[src/rtl/store_buffer.sv]
// Store buffer: queues accumulator stores to data memory, drains them in
// push order over a write-enable/acknowledge handshake, and forwards the
// youngest pending store data to a load whose address matches.
module store_buffer #(
  parameter int DATA_WIDTH = 11,
  parameter int ADDR_WIDTH = 11,
  parameter int DEPTH      = 4
) (
  input  logic                       clk,
  input  logic                       rst_n,
  input  logic                       st_valid,
  output logic                       st_ready,
  input  logic [ADDR_WIDTH-1:0]      st_addr,
  input  logic [DATA_WIDTH-1:0]      st_data,
  output logic                       mem_wr_en,
  output logic [ADDR_WIDTH-1:0]      mem_addr,
  output logic [DATA_WIDTH-1:0]      mem_data,
  input  logic                       mem_ack,
  input  logic [ADDR_WIDTH-1:0]      ld_addr,
  output logic                       ld_hit,
  output logic [DATA_WIDTH-1:0]      ld_data,
  output logic [$clog2(DEPTH):0]     count,
  output logic                       empty
);

  localparam int PTR_W = $clog2(DEPTH);
  localparam int CNT_W = PTR_W + 1;
  localparam logic [CNT_W-1:0] FULL_CNT = CNT_W'(DEPTH);

  logic [ADDR_WIDTH-1:0] addr_mem_r [DEPTH];
  logic [DATA_WIDTH-1:0] data_mem_r [DEPTH];
  logic [PTR_W-1:0]      wr_ptr_r;
  logic [PTR_W-1:0]      rd_ptr_r;
  logic [CNT_W-1:0]      count_r;

  logic                  empty_s;
  logic                  ready_s;
  logic                  push_s;
  logic                  pop_s;
  logic                  ld_hit_s;
  logic [DATA_WIDTH-1:0] ld_data_s;
  logic [PTR_W-1:0]      scan_idx_s;
  logic                  match_s;

  // Handshake qualifiers; full blocks pushes even when a pop happens this cycle.
  assign empty_s = (count_r == {CNT_W{1'b0}});
  assign ready_s = (count_r != FULL_CNT);
  assign push_s  = st_valid && ready_s;
  assign pop_s   = (!empty_s) && mem_ack;

  assign st_ready  = ready_s;
  assign empty     = empty_s;
  assign count     = count_r;
  assign mem_wr_en = !empty_s;
  assign mem_addr  = empty_s ? {ADDR_WIDTH{1'b0}} : addr_mem_r[rd_ptr_r];
  assign mem_data  = empty_s ? {DATA_WIDTH{1'b0}} : data_mem_r[rd_ptr_r];
  assign ld_hit    = ld_hit_s;
  assign ld_data   = ld_data_s;

  // Entry storage: written on push only; contents need no reset since
  // occupancy alone decides what is visible.
  always_ff @(posedge clk) begin
    if (push_s) begin
      addr_mem_r[wr_ptr_r] <= st_addr;
      data_mem_r[wr_ptr_r] <= st_data;
    end
  end

  // Pointer and occupancy bookkeeping; pointers wrap naturally at DEPTH.
  always_ff @(posedge clk or negedge rst_n) begin
    if (!rst_n) begin
      wr_ptr_r <= {PTR_W{1'b0}};
      rd_ptr_r <= {PTR_W{1'b0}};
      count_r  <= {CNT_W{1'b0}};
    end else begin
      if (push_s) begin
        wr_ptr_r <= wr_ptr_r + {{(PTR_W-1){1'b0}}, 1'b1};
      end
      if (pop_s) begin
        rd_ptr_r <= rd_ptr_r + {{(PTR_W-1){1'b0}}, 1'b1};
      end
      case ({push_s, pop_s})
        2'b10:   count_r <= count_r + {{(CNT_W-1){1'b0}}, 1'b1};
        2'b01:   count_r <= count_r - {{(CNT_W-1){1'b0}}, 1'b1};
        default: count_r <= count_r;
      endcase
    end
  end

  // Forwarding scan from oldest to youngest occupied entry so the youngest
  // match overrides older ones; slots beyond the occupancy never match.
  always_comb begin
    ld_hit_s   = 1'b0;
    ld_data_s  = {DATA_WIDTH{1'b0}};
    scan_idx_s = rd_ptr_r;
    match_s    = 1'b0;
    for (int i = 0; i < DEPTH; i++) begin
      scan_idx_s = rd_ptr_r + PTR_W'(i);
      match_s    = (CNT_W'(i) < count_r) && (addr_mem_r[scan_idx_s] == ld_addr);
      ld_hit_s   = ld_hit_s | match_s;
      ld_data_s  = match_s ? data_mem_r[scan_idx_s] : ld_data_s;
    end
  end

endmodule

[config.mk]
export PLATFORM = sky130hd
export DESIGN_NAME = store_buffer
export DESIGN_NICKNAME = d
export VERILOG_FILES = /design/src/rtl/store_buffer.sv
export SDC_FILE = /design/constraint.sdc
export NUM_CORES = 1
export LEC_CHECK = 0
export BUFFER_PORTS_ARGS = -buffer_cell sky130_fd_sc_hd__buf_2
export CAP_MARGIN = 20
export CORE_MARGIN = 1
export CORE_UTILIZATION = 35
export DETAILED_ROUTE_END_ITERATION = 12
export GPL_TIMING_DRIVEN = 0
export HOLD_SLACK_MARGIN = 0.12
export PLACE_DENSITY = 0.6
export SLEW_MARGIN = 20
export SYNTH_ARGS = -nofsm -noshare
export SYNTH_HDL_FRONTEND = slang
export SYNTH_SLANG_ARGS = --single-unit
[constraint.sdc]
create_clock -name clk -period 3.3 [get_ports clk]
set_clock_uncertainty 0.15 [all_clocks]
set_input_delay 0.33 -clock clk [delete_from_list [all_inputs] [get_ports clk]]
set_output_delay 0.33 -clock clk [all_outputs]
set_load 0.02 [all_outputs]
Word level (Yosys, flattened, before mapping)
Memories as Yosys holds them, arrays and structs flattened.
Cells that the tools add are included.
{"block": "totals", "elab_cells": 43, "n_memories": 2, "ramBits": 88, "reg_bits": 7, "in_bits": 37}
{"block": "classes", "magnitude_cmp": 4, "n_reduce_logical": 9, "bitwise_logic": 3, "add_sub_neg": 6, "mux": 9, "eq_ne": 7}
{"name": "addr_mem_r", "depth": 4, "width": 11, "rd": 4, "rd_clocked_by_memory_dff": 0, "wr": 1, "line": "30", "rtl": "logic [ADDR_WIDTH-1:0] addr_mem_r [DEPTH];"}
{"name": "data_mem_r", "depth": 4, "width": 11, "rd": 4, "rd_clocked_by_memory_dff": 0, "wr": 1, "line": "31", "rtl": "logic [DATA_WIDTH-1:0] data_mem_r [DEPTH];"}
{"operator": "$mux W11", "count": 6}
{"operator": "$eq A11 B11 Y1", "count": 4}
{"operator": "$logic_and A1 B1 Y1", "count": 6}
{"operator": "$lt A1 B3 Y1 const A", "count": 2}
{"operator": "$lt A2 B3 Y1 const A", "count": 2}
{"operator": "$pmux W3 S2", "count": 1}
{"operator": "$add A2 B1 Y2 const B", "count": 2}
{"operator": "$add A2 B2 Y2 const B", "count": 2}
{"operator": "$add A3 B1 Y3 const B", "count": 1}
{"operator": "$logic_not A3 Y1", "count": 1}
{"operator": "$ne A3 B3 Y1 const B", "count": 1}
{"operator": "$or A1 B1 Y1", "count": 3}
{"operator": "$sub A3 B1 Y3 const B", "count": 1}
{"operator": "$eq A2 B1 Y1 const B", "count": 1}
{"operator": "$eq A2 B2 Y1 const B", "count": 1}
{"operator": "$mux W1", "count": 2}
{"operator": "$reduce_bool A2 Y1", "count": 1}
{"operator": "$logic_not A1 Y1", "count": 1}

Longest topological paths before layout
Gate-level depths: netlist (run 1).
An unclocked memory read counts as a cell.
{"block": "depth", "depth_word": 7, "mapped_depth": 13, "ltp_nobuf": 9}

Worst setup path after synthesis (run 1)
Ideal clock, no wire load.
{"block": "synth_path", "kind": "register -> output", "from": "reg rd_ptr_r[0]", "to": "out ld_data[0]", "path_stages_with_launch": 11, "t_arrival_ns": 2.869, "path_buffers": 4, "slack_ns": -0.049, "required_time_ns": 2.820, "path_cell_list": "dfrtp_1 -> buf_6 -> buf_2 -> buf_2 -> mux2_2 -> a22oi_1 -> nand4_1 -> or3_1 -> buf_6 -> or3_1 -> a32oi_1"}
{"block": "synth_via", "elab_chain_cells": 7}
{"item": "start, declared", "line": "33", "rtl": "logic [PTR_W-1:0] rd_ptr_r;"}
{"item": "start signal, assigned", "line": "73", "rtl": "rd_ptr_r <= {PTR_W{1'b0}};"}
{"item": "start signal, assigned", "line": "80", "rtl": "rd_ptr_r <= rd_ptr_r + {{(PTR_W-1){1'b0}}, 1'b1};"}
{"item": "$add A2 B1 Y2 / $mem_v2 Z4 W11 (equally long branches)"}
{"item": "$mem_v2 Z4 W11 / $eq A11 B11 Y1 (equally long branches)"}
{"item": "$eq A11 B11 Y1 / $logic_and A1 B1 Y1 (equally long branches)", "line": "99", "rtl": "match_s = (CNT_W'(i) < count_r) && (addr_mem_r[scan_idx_s] == ld_addr);"}
{"item": "$logic_and A1 B1 Y1 / $mux W11 (equally long branches)", "line": "99, 101"}
{"item": "$mux W11 (2 in a row)", "line": "101", "rtl": "ld_data_s = match_s ? data_mem_r[scan_idx_s] : ld_data_s;"}
{"item": "$mux W11 (*)", "line": "101"}
{"item": "end, declared", "line": "21", "rtl": "output logic [DATA_WIDTH-1:0] ld_data,"}
Every way passes the cells marked *; elsewhere a longest branch is shown, timed or not.

Final worst setup path (run 1)
{"block": "layout_path", "from": "reg rd_ptr_r[0]", "to": "out ld_data[8]"}
Same word-level chain as after synthesis.

==> key figures, run 1 <==
Outcome
  – Status: complete, but fails checks
  – Failing checks: setup timing

Synthesis
  – Synth async-reset ratio: 0.0737
  – Mapped cell area: 6270 um^2
  – Proportion of netlist area held by the largest area contributor: 0.421
  – Top_reg_cell synth: edfxtp_1
  – Post-synthesis sequential area ratio: 0.449
  – Syn_area_per_cell: 11.6 um^2
  – Post-synth EDFFs: 88
  – Yosys reg bits: 95
  – Syn nets: 586
  – Post-synth cell types: 49
  – Synth top area cells: edfxtp_1, mux2i_1, mux4_2
  – Post-synthesis cell count: 540
  – Synth warn: 0
  – Synth area leader: edfxtp_1

Setup path
  – Max incr delay on CP: 0.52 ns
  – CP bufs+invs: 4
  – Slowest cell on crit path: mux4_2
  – Crit path arrival time: 3.57 ns
  – Levels on crit path: 11
  – Crit path max fanout: 5
  – Most used cell, CP: buf_6
  – Worst path cell trace: buf_6, buf_6, mux4_2, xor2_2, nor4_2, nand4_1, or3_4, buf_6, or3_4, a32oi_2, buf_4
  – Crit path max-delay family: simple AND/OR/NAND/NOR gates
  – RR Startpoint: rd_ptr_r[0]
  – Worst Setup EP: ld_data[8]
  – Setup crit end kind: primary output
  – Critical Path RT: 2.82 ns
  – Critical path class: reg -> out
  – R2R Setup Slk: 0.80 ns
  – CP Launch Type: flip-flop
  – Reg2Reg Depth: 9
  – Crit. Startpoint: rd_ptr_r[0]
  – Worst reg2reg path endpoint: rd_ptr_r[1]

Routing
  – Vias per inst: 5.67
  – DRC: 0
  – Post-route ant nets: 0
  – Vias: 5,125
  – Iteration-0 DRC Markers: 456
  – Final wirelength: 18,900 um
  – DR WL/cell: 20.9 um
  – Router iterations before antenna repair: 5

STA
  – Slew @ Worst Pin: 0.693 ns
  – RSZ-0062 raised after global routing: true
  – Count of final hold-check violations: 0
  – Slew HR: 0.538
  – Max frequency: 247 MHz
  – Fin. max-slew vios: 0
  – PnR worst setup slack: -0.747 ns
  – WHS: 0.195 ns
  – Tcrit/Tclk final: 1.23
  – Tmin final: 4.05 ns
  – Final setup fails: 12

Global routing
  – Global-route usage over all layers: 0.210
  – Initial antenna violation count: 0
  – Vias in the first global route: 5,226
  – First-pass GRT wire length: 29,000 um
  – Grt ovf: 0
  – Pin count of the biggest net entering global routing: 23

Final layout
  – Final net count: 720
  – Final cell count without fillers: 904
  – Number of diodes: 0
  – Commonest non-fill, non-tap cell in the layout: edfxtp_1
  – P&R area growth vs syn: 31.1%
  – Share of cells above drive strength 1: 0.362
  – Commonest non-fill, non-tap cells in the layout: edfxtp_1, buf_2, mux2i_1

Clock tree
  – Skew-Pair Late Insertion Delay: 0.35 ns
  – Clock Sinks: 95
  – Clock transition at path regs: 0.07 ns
  – Clk root buf: clkbuf_16
  – H-tree depth: 3
  – TritonCTS clock tree: yes
  – Inserted Clock Buffers: 9
  – Clock Tree Buf Depth: 2

Run
  – Max-Cap Viols: 0

Die
  – Core Area: 17,400 um^2
  – Die width: 136 um
  – Die H: 136 um
  – Starting Density: 0.360
  – IO Count: 77
  – Placement row count: 48
  – Die area: 18,500 um^2

Hold path
  – Hold Crit Class: in -> async

Placement
  – Cell count after placement: 833
  – Number of port buffers: 68
  – Placer Congestion: 0.948
  – HPWL Detailed: 12,700 um

Power
  – P per Cell Area: 891 nW/um^2
  – Clk pwr share: 0.140
  – Peak VDD IR: 404 uV
  – Leakage: 0.00310 uW
  – Power Internal: 4090 uW
  – Switching Power: 3240 uW
  – Flop pwr share: 0.241
  – Combinational share of power: 0.620
  – Sw frac: 0.442
cells by family (layout without fill, tap and decap cells):
logic type | count (synthesis) | count (layout) | share of synthesized area
AOI/OAI and AO/OA | 76 | 76 | 0.0910
xor gates and xnor gates | 52 | 52 | 0.0726
adders and majority gates | 9 | 9 | 0.0180
buffers and inverters | 55 | 194 | 0.0441
DFF | 95 | 95 | 0.449
muxes | 103 | 103 | 0.199
and+or+nand+nor | 150 | 150 | 0.126
cell type report:
| cell class | instances | area [um^2] |
|---|---|---|
| Sequential cell | 95 | 2820 |
| Clock buffer | 9 | 225 |
| Multi-Input combinational cell | 390 | 3500 |
| Tap cell | 225 | 282 |
| Fill cell | 1563 | 9190 |
| Inverter | 7 | 26.3 |
| Timing Repair Buffer | 124 | 936 |
| Buffer | 47 | 375 |
| Clock inverter | 7 | 61.3 |
flip-flops by register name (all words and copies together) (netlist names):
register / flops
count: 3
wr_ptr_r: 2
addr_mem_r: 44
rd_ptr_r: 2
data_mem_r: 44
power groups by stage:
stage	logic [uW]	clock network, uW	registers [uW]
6_report	4540	1020	1760
3_5_place_dp	3830	0	1770
2_1_floorplan	2760	0	1750
5_1_grt	4830	1070	1790
3_3_place_gp	3770	0	1760
4_1_cts	4370	1030	1760
through the flow:
stage / worst slack (ns) / utilization / TNS (ns) / area (um^2) / power (uW)
6_report: -0.747 / 0.472 / -7.58 / 8230 / 7330
5_1_grt: -0.752 / 0.472 / -7.96 / 8230 / 7690
2_1_floorplan: 0.0476 / - / 0 / 6340 / 4510
3_5_place_dp: -0.716 / 0.400 / -7.98 / 6970 / 5600
4_1_cts: -0.625 / 0.461 / -6.59 / 8020 / 7160
3_3_place_gp: -0.680 / 0.400 / -7.68 / 6960 / 5530
per-layer routing:
metal	share of wire	vias up	track usage
met5	0	-	0
li1	-	2324	-
met3	0.068	44	0.0380
met1	0.42	2504	0.271
met2	0.48	253	0.345
met4	0.029	0	0.0895
cells in the mapped netlist, drive strengths merged (2+ instances only):
cell,number
o211ai,10
a21oi,8
xnor2,33
dfrtp,7
mux2i,62
and3,6
and2,12
a221oi,2
edfxtp,88
clkbuf,25
or4bb,8
buf,23
xor2,19
o311ai,20
a2bb2oi,3
nor3,3
o21ai,12
nand4,8
a22oi,2
nand2b,2
nor4,5
mux2,26
or3,13
nand3,13
inv,7
nor2b,2
a32oi,10
nor2,23
mux4,15
nand2,51
ha,9
worst min path at each step:
| stage | slack (ns) | cells after the start | to | start |
|---|---|---|---|---|
| 2_1_floorplan | -0.12 | 0 | count[0] | rst_n |
| 3_3_place_gp | 0.03 | 1 | wr_ptr_r[1] | rst_n |
| 3_5_place_dp | 0.03 | 1 | wr_ptr_r[1] | rst_n |
| 4_1_cts | 0.19 | 2 | count[2] | rst_n |
| 5_1_grt | 0.21 | 2 | count[1] | rst_n |
| 6_report | 0.19 | 2 | wr_ptr_r[1] | rst_n |
what timing repair did:
item,CTS,global route
hold buffers,23,0
setup endpoints to repair,25,14
resized for setup,110,31
cloned,3,1
endpoints found under the hold margin,95,0
pin swaps,22,19
setup buffers,22,8
Power figures use the tool's default switching activity.
==> run 2: changes to the inputs <==
--- a/config.mk
+++ b/config.mk
@@ -9,6 +9,7 @@
 export CAP_MARGIN = 20
 export CORE_MARGIN = 1
 export CORE_UTILIZATION = 35
+export CTS_CLUSTER_SIZE = 14
 export DETAILED_ROUTE_END_ITERATION = 12
 export GPL_TIMING_DRIVEN = 0
 export HOLD_SLACK_MARGIN = 0.12
==> constraint.sdc (replaced) <==
create_clock -name clk -period 3.3 [get_ports clk]
set_clock_uncertainty 0.15 [all_clocks]
set_input_delay 0.33 -clock clk [delete_from_list [all_inputs] [get_ports clk]]
set_output_delay 0.33 -clock clk [all_outputs]
set_load 0.05 [all_outputs]
==> key figures, run 2 (synthesized netlist as in run 1, its figures left out) <==
Outcome
  – Status: complete, but fails checks (unchanged)
  – Failing checks: setup timing (unchanged)

Clock tree
  – Inserted Clock Buffers: 9 (unchanged)
  – Skew-Pair Late Insertion Delay: 0.35 ns (about the same)
  – TritonCTS clock tree: yes (unchanged)
  – Clk root buf: clkbuf_16 (unchanged)
  – Clock Sinks: 95 (unchanged)
  – Clock transition at path regs: 0.07 ns (about the same)
  – H-tree depth: 3 (unchanged)
  – Clock Tree Buf Depth: 2 (unchanged)

Final layout
  – P&R area growth vs syn: 32.8% (was 31.1%)
  – Register area: 2820 um^2 (unchanged)
  – Fin area: 8330 um^2 (was 8230 um^2)
  – Final net count: 719 (was 720)
  – # fillers: 1,537 (was 1,563)
  – Core Util, Final: 0.478 (was 0.472)
  – Commonest non-fill, non-tap cell in the layout: edfxtp_1 (unchanged)
  – Commonest non-fill, non-tap cells in the layout: edfxtp_1, buf_2, mux2i_1 (unchanged)
  – Final cell count without fillers: 903 (was 904)
  – Number of diodes: 0 (unchanged)
  – Area occupied by multi-input gates: 3600 um^2 (was 3500 um^2)
  – Share of cells above drive strength 1: 0.361 (was 0.362)

STA
  – Slew @ Worst Pin: 0.735 ns (was 0.693 ns)
  – RSZ-0062 raised after global routing: true (unchanged)
  – PnR worst setup slack: -0.735 ns (was -0.747 ns)
  – Tcrit/Tclk final: 1.22 (was 1.23)
  – Final setup fails: 12 (unchanged)
  – Slew HR: 0.510 (was 0.538)
  – Max frequency: 248 MHz (was 247 MHz)
  – Count of final hold-check violations: 0 (unchanged)
  – Fin. max-slew vios: 0 (unchanged)
  – Tmin final: 4.03 ns (was 4.05 ns)
  – Setup TNS: -7.16 ns (was -7.58 ns)

Routing
  – Vias: 5,111 (was 5,125)
  – DR WL/cell: 21.4 um (was 20.9 um)
  – Router iterations before antenna repair: 5 (unchanged)
  – Vias per inst: 5.66 (was 5.67)
  – Final wirelength: 19,300 um (was 18,900 um)
  – Post-route ant nets: 0 (unchanged)
  – DRC: 0 (unchanged)
  – Iteration-0 DRC Markers: 453 (was 456)

Setup path
  – R2R Setup Slk: 0.72 ns (was 0.80 ns)
  – Worst reg2reg path endpoint: rd_ptr_r[1] (unchanged)
  – Setup crit end kind: primary output (unchanged)
  – Critical path class: reg -> out (unchanged)
  – Critical Path RT: 2.82 ns (about the same)
  – Reg2Reg Depth: 8 (was 9)
  – RR Startpoint: rd_ptr_r[0] (unchanged)
  – CP Launch Type: flip-flop (unchanged)
  – Crit path arrival time: 3.55 ns (was 3.57 ns)
  – Crit path max fanout: 9 (was 5)

Global routing
  – Grt ovf: 0 (unchanged)
  – First-pass GRT wire length: 29,100 um (was 29,000 um)
  – Pin count of the biggest net entering global routing: 23 (unchanged)
  – Global-route usage over all layers: 0.214 (was 0.210)
  – Vias in the first global route: 5,217 (was 5,226)
  – Initial antenna violation count: 0 (unchanged)

Placement
  – Placer Congestion: 0.938 (was 0.948)
  – HPWL Detailed: 12,800 um (was 12,700 um)
  – Number of port buffers: 68 (unchanged)
  – Cell count after placement: 833 (unchanged)
  – Cell Area, Placed: 7010 um^2 (was 6970 um^2)

Die
  – Die area: 18,500 um^2 (unchanged)
  – Core Area: 17,400 um^2 (unchanged)
  – Starting Density: 0.360 (unchanged)
  – Die width: 136 um (unchanged)
  – Die H: 136 um (unchanged)
  – Placement row count: 48 (unchanged)
  – IO Count: 77 (unchanged)

Power
  – P per Cell Area: 953 nW/um^2 (was 891 nW/um^2)
  – Leakage: 0.00309 uW (was 0.00310 uW)
  – Peak VDD IR: 740 uV (was 404 uV)

Hold path
  – Hold Crit Class: in -> async (unchanged)

Run
  – Max-Cap Viols: 0 (unchanged)
[run 2: per-layer routing]
layer / global-route usage / up-vias / share of wire
met1: 0.282 / 2538 / 0.44
li1: - / 2329 / -
met5: 0 / - / 0
met3: 0.0306 / 43 / 0.057
met2: 0.352 / 201 / 0.48
met4: 0.0858 / 0 / 0.026
[run 2: worst max-delay path by stage]
stage	from	to	slack, ns	cells after the start
3_3_place_gp	rd_ptr_r[1]	ld_data[2]	-0.84	13
2_1_floorplan	rd_ptr_r[1]	ld_data[0]	-0.09	11
6_report	rd_ptr_r[0]	ld_data[1]	-0.73	10
4_1_cts	rd_ptr_r[1]	ld_data[8]	-0.76	12
5_1_grt	rd_ptr_r[0]	ld_data[1]	-0.78	10
3_5_place_dp	rd_ptr_r[1]	ld_data[1]	-0.83	14
[run 2: where the power goes]
group          leakage (uW)  switching (uW)  total, uW  internal [uW]
Sequential         0.000888             160       1770           1610
Clock              0.000132             455        963            508
Combinational       0.00207            3230       5200           1970
[run 2: per-stage QoR]
step	setup WS, ns	total power (uW)	hold WS [ns]
2_1_floorplan	-0.0873	5130	-0.116
3_3_place_gp	-0.836	6180	0.0267
3_5_place_dp	-0.829	6240	0.0371
4_1_cts	-0.760	7710	0.192
5_1_grt	-0.780	8300	0.201
6_report	-0.735	7940	0.197
[run 2: repair_timing]
item,CTS,global route
hold buffers,23,0
pin swaps,30,18
resized for setup,127,27
endpoints found under the hold margin,95,0
setup buffers,24,4
endpoints found under the setup margin,25,23
cloned,4,1
[run 2: cell type report]
class                           instances  share of cell area
Timing Repair Buffer                  123               0.115
Tap cell                              225              0.0338
Clock inverter                          6             0.00436
Clock buffer                           10              0.0275
Sequential cell                        95               0.338
Inverter                                7             0.00315
Buffer                                 47              0.0461
Multi-Input combinational cell        390               0.432
[run 2: critical path, stage by stage (launching register included)]
cell and delay [ns]:
dfrtp_1 0.35, buf_8 0.16, mux4_2 0.58, xor2_4 0.19
nor4_4 0.33, nand4_1 0.19, or3_4 0.40, buf_6 0.15
or3_4 0.37, a32oi_4 0.27, buf_6 0.19
==> run 3: changes to the inputs <==
==> constraint.sdc (replaced) <==
create_clock -name clk -period 3.3 [get_ports clk]
set_clock_uncertainty 0.15 [all_clocks]
set_input_delay 0.99 -clock clk [delete_from_list [all_inputs] [get_ports clk]]
set_output_delay 0.99 -clock clk [all_outputs]
set_load 0.05 [all_outputs]
==> key figures, run 3 (synthesized netlist as in run 1, its figures left out) <==
Global routing
  – Initial antenna violation count: 2 (was 0)
  – Grt ovf: 0 (unchanged)
  – Busiest grt layer: met2 (unchanged)
  – GRT met3 Usage: 0.0321 (was 0.0306)
  – Met2 GRT Util: 0.358 (was 0.352)
  – First-pass GRT wire length: 29,900 um (was 29,100 um)
  – Global-route usage over all layers: 0.222 (was 0.214)
  – Pin count of the biggest net entering global routing: 23 (unchanged)
  – Vias in the first global route: 5,195 (was 5,217)
  – GR Util met1: 0.300 (was 0.282)

Final layout
  – Area occupied by multi-input gates: 3920 um^2 (was 3600 um^2)
  – Share of cells above drive strength 1: 0.467 (was 0.361)
  – Core Util, Final: 0.509 (was 0.478)
  – Final net count: 698 (was 719)
  – P&R area growth vs syn: 41.5% (was 32.8%)
  – Fin area: 8870 um^2 (was 8330 um^2)
  – Commonest non-fill, non-tap cell in the layout: edfxtp_1 (unchanged)
  – Register area: 2820 um^2 (unchanged)
  – Commonest non-fill, non-tap cells in the layout: edfxtp_1, mux2i_1, buf_2 (was edfxtp_1, buf_2, mux2i_1)
  – # fillers: 1,515 (was 1,537)

STA
  – Setup TNS: -17.35 ns (was -7.16 ns)
  – PnR worst setup slack: -1.34 ns (was -0.735 ns)
  – Final setup fails: 25 (was 12)
  – Fin. max-slew vios: 0 (unchanged)
  – Max frequency: 216 MHz (was 248 MHz)
  – Slew HR: 0.474 (was 0.510)
  – Tcrit/Tclk final: 1.41 (was 1.22)
  – Count of final hold-check violations: 0 (unchanged)
  – Slew @ Worst Pin: 0.790 ns (was 0.735 ns)
  – RSZ-0062 raised after global routing: true (unchanged)
  – WHS: 0.321 ns (was 0.197 ns)
  – Tmin final: 4.64 ns (was 4.03 ns)

Clock tree
  – TritonCTS clock tree: yes (unchanged)
  – Clock transition at path regs: 0.06 ns (was 0.07 ns)
  – Clock Tree Buf Depth: 2 (unchanged)
  – Clock Sinks: 95 (unchanged)
  – Inserted Clock Buffers: 9 (unchanged)
  – Clk root buf: clkbuf_16 (unchanged)
  – CTS Hold Bufs: 0 (was 23)
  – H-tree depth: 3 (unchanged)
  – Skew-Pair Late Insertion Delay: 0.35 ns (about the same)

Routing
  – Post-route ant nets: 0 (unchanged)
  – Vias per inst: 5.76 (was 5.66)
  – Vias: 5,082 (was 5,111)
  – Iteration-0 DRC Markers: 409 (was 453)
  – DR WL/cell: 22.4 um (was 21.4 um)
  – DRC: 0 (unchanged)
  – Router iterations before antenna repair: 5 (unchanged)
  – Final wirelength: 19,800 um (was 19,300 um)

Die
  – Starting Density: 0.360 (unchanged)
  – Die width: 136 um (unchanged)
  – Core Area: 17,400 um^2 (unchanged)
  – IO Count: 77 (unchanged)
  – Die area: 18,500 um^2 (unchanged)
  – Placement row count: 48 (unchanged)
  – Die H: 136 um (unchanged)

Setup path
  – Critical Path RT: 2.16 ns (was 2.82 ns)
  – RR Startpoint: rd_ptr_r[0] (unchanged)
  – Crit. Startpoint: rd_ptr_r[0] (unchanged)
  – Critical path class: reg -> out (unchanged)
  – Setup crit end kind: primary output (unchanged)
  – CP Launch Type: flip-flop (unchanged)
  – Crit path max fanout: 10 (was 9)
  – Crit path arrival time: 3.50 ns (was 3.55 ns)

Outcome
  – Failing checks: setup timing (unchanged)
  – Status: complete, but fails checks (unchanged)

Placement
  – HPWL Detailed: 13,000 um (was 12,800 um)
  – Placer Congestion: 0.903 (was 0.938)
  – Cell Area, Placed: 7370 um^2 (was 7010 um^2)
  – Number of port buffers: 68 (unchanged)

Power
  – P per Cell Area: 1020 nW/um^2 (was 953 nW/um^2)
  – Leakage: 0.00322 uW (was 0.00309 uW)
  – Peak VDD IR: 519 uV (was 740 uV)

Run
  – Max-Cap Viols: 0 (unchanged)

Hold path
  – Hold Crit Class: in -> async (unchanged)
==> run 3: cell count changes in the layout (fill, tap and decap cells not counted), sizes merged <==
cell | previous run | this run
dlygate4sd3 | 23 | 0
bufbuf | 0 | 2
bufinv | 0 | 1
clkbuf | 36 | 35
clkinvlp | 1 | 2
diode | 0 | 1
inv | 8 | 7
==> run 3: worst paths after layout <==
kind	to	slack, ns	depth (start not counted)
max	ld_data[5]	-1.34	11
min	wr_ptr_r[0]	0.32	1
max reg2reg	rd_ptr_r[1]	0.76	9
min reg2reg	count[1]	0.45	2
max in group asynchronous	rd_ptr_r[1]	2.50	1
min in group clk	count[1]	0.45	2
==> run 3: where the power goes <==
group          switching [uW]  leakage [uW]  internal [uW]  total, uW
clock network             439      0.000139            580       1020
registers                 178      0.000888           1610       1790
logic                    3520       0.00219           2700       6220
==> run 3: critical path: stages (launching register included) <==
cell and delay, ns:
dfrtp_1 0.37, buf_8 0.15, buf_12 0.11, buf_12 0.14, mux4_2 0.52, xnor2_1 0.29, nand4_1 0.20, or3_4 0.39
buf_6 0.16, or3_4 0.35, a32oi_4 0.26, buf_6 0.19
==> run 3: metrics by stage <==
step	instances	setup WS (ns)	power, uW
2_1_floorplan	540	-0.716	5360
3_3_place_gp	833	-1.34	6430
3_5_place_dp	833	-1.36	6500
4_1_cts	880	-1.29	8820
5_1_grt	882	-1.41	9440
6_report	883	-1.34	9030
==> run 3: area by class of cell <==
type	instances	area share
Multi-Input combinational cell	390	0.442
Sequential cell	95	0.318
Clock inverter	7	0.00719
Timing Repair Buffer	102	0.104
Inverter	7	0.00324
Tap cell	225	0.0317
Buffer	47	0.0677
Antenna cell	1	0.000282
Clock buffer	9	0.0254
==> run 3: timing repair <==
item / CTS / global route
setup buffers: 26 / 3
cloned: 5 / 1
pin swaps: 18 / 12
gates resized for setup: 175 / 40
setup endpoints to repair: 31 / 35
==> run 3: layer usage <==
metal	vias to the layer above	wire, um
met1	2546	8560
met2	201	9540
met4	2	473
li1	2290	-
met3	43	1180
met5	-	13
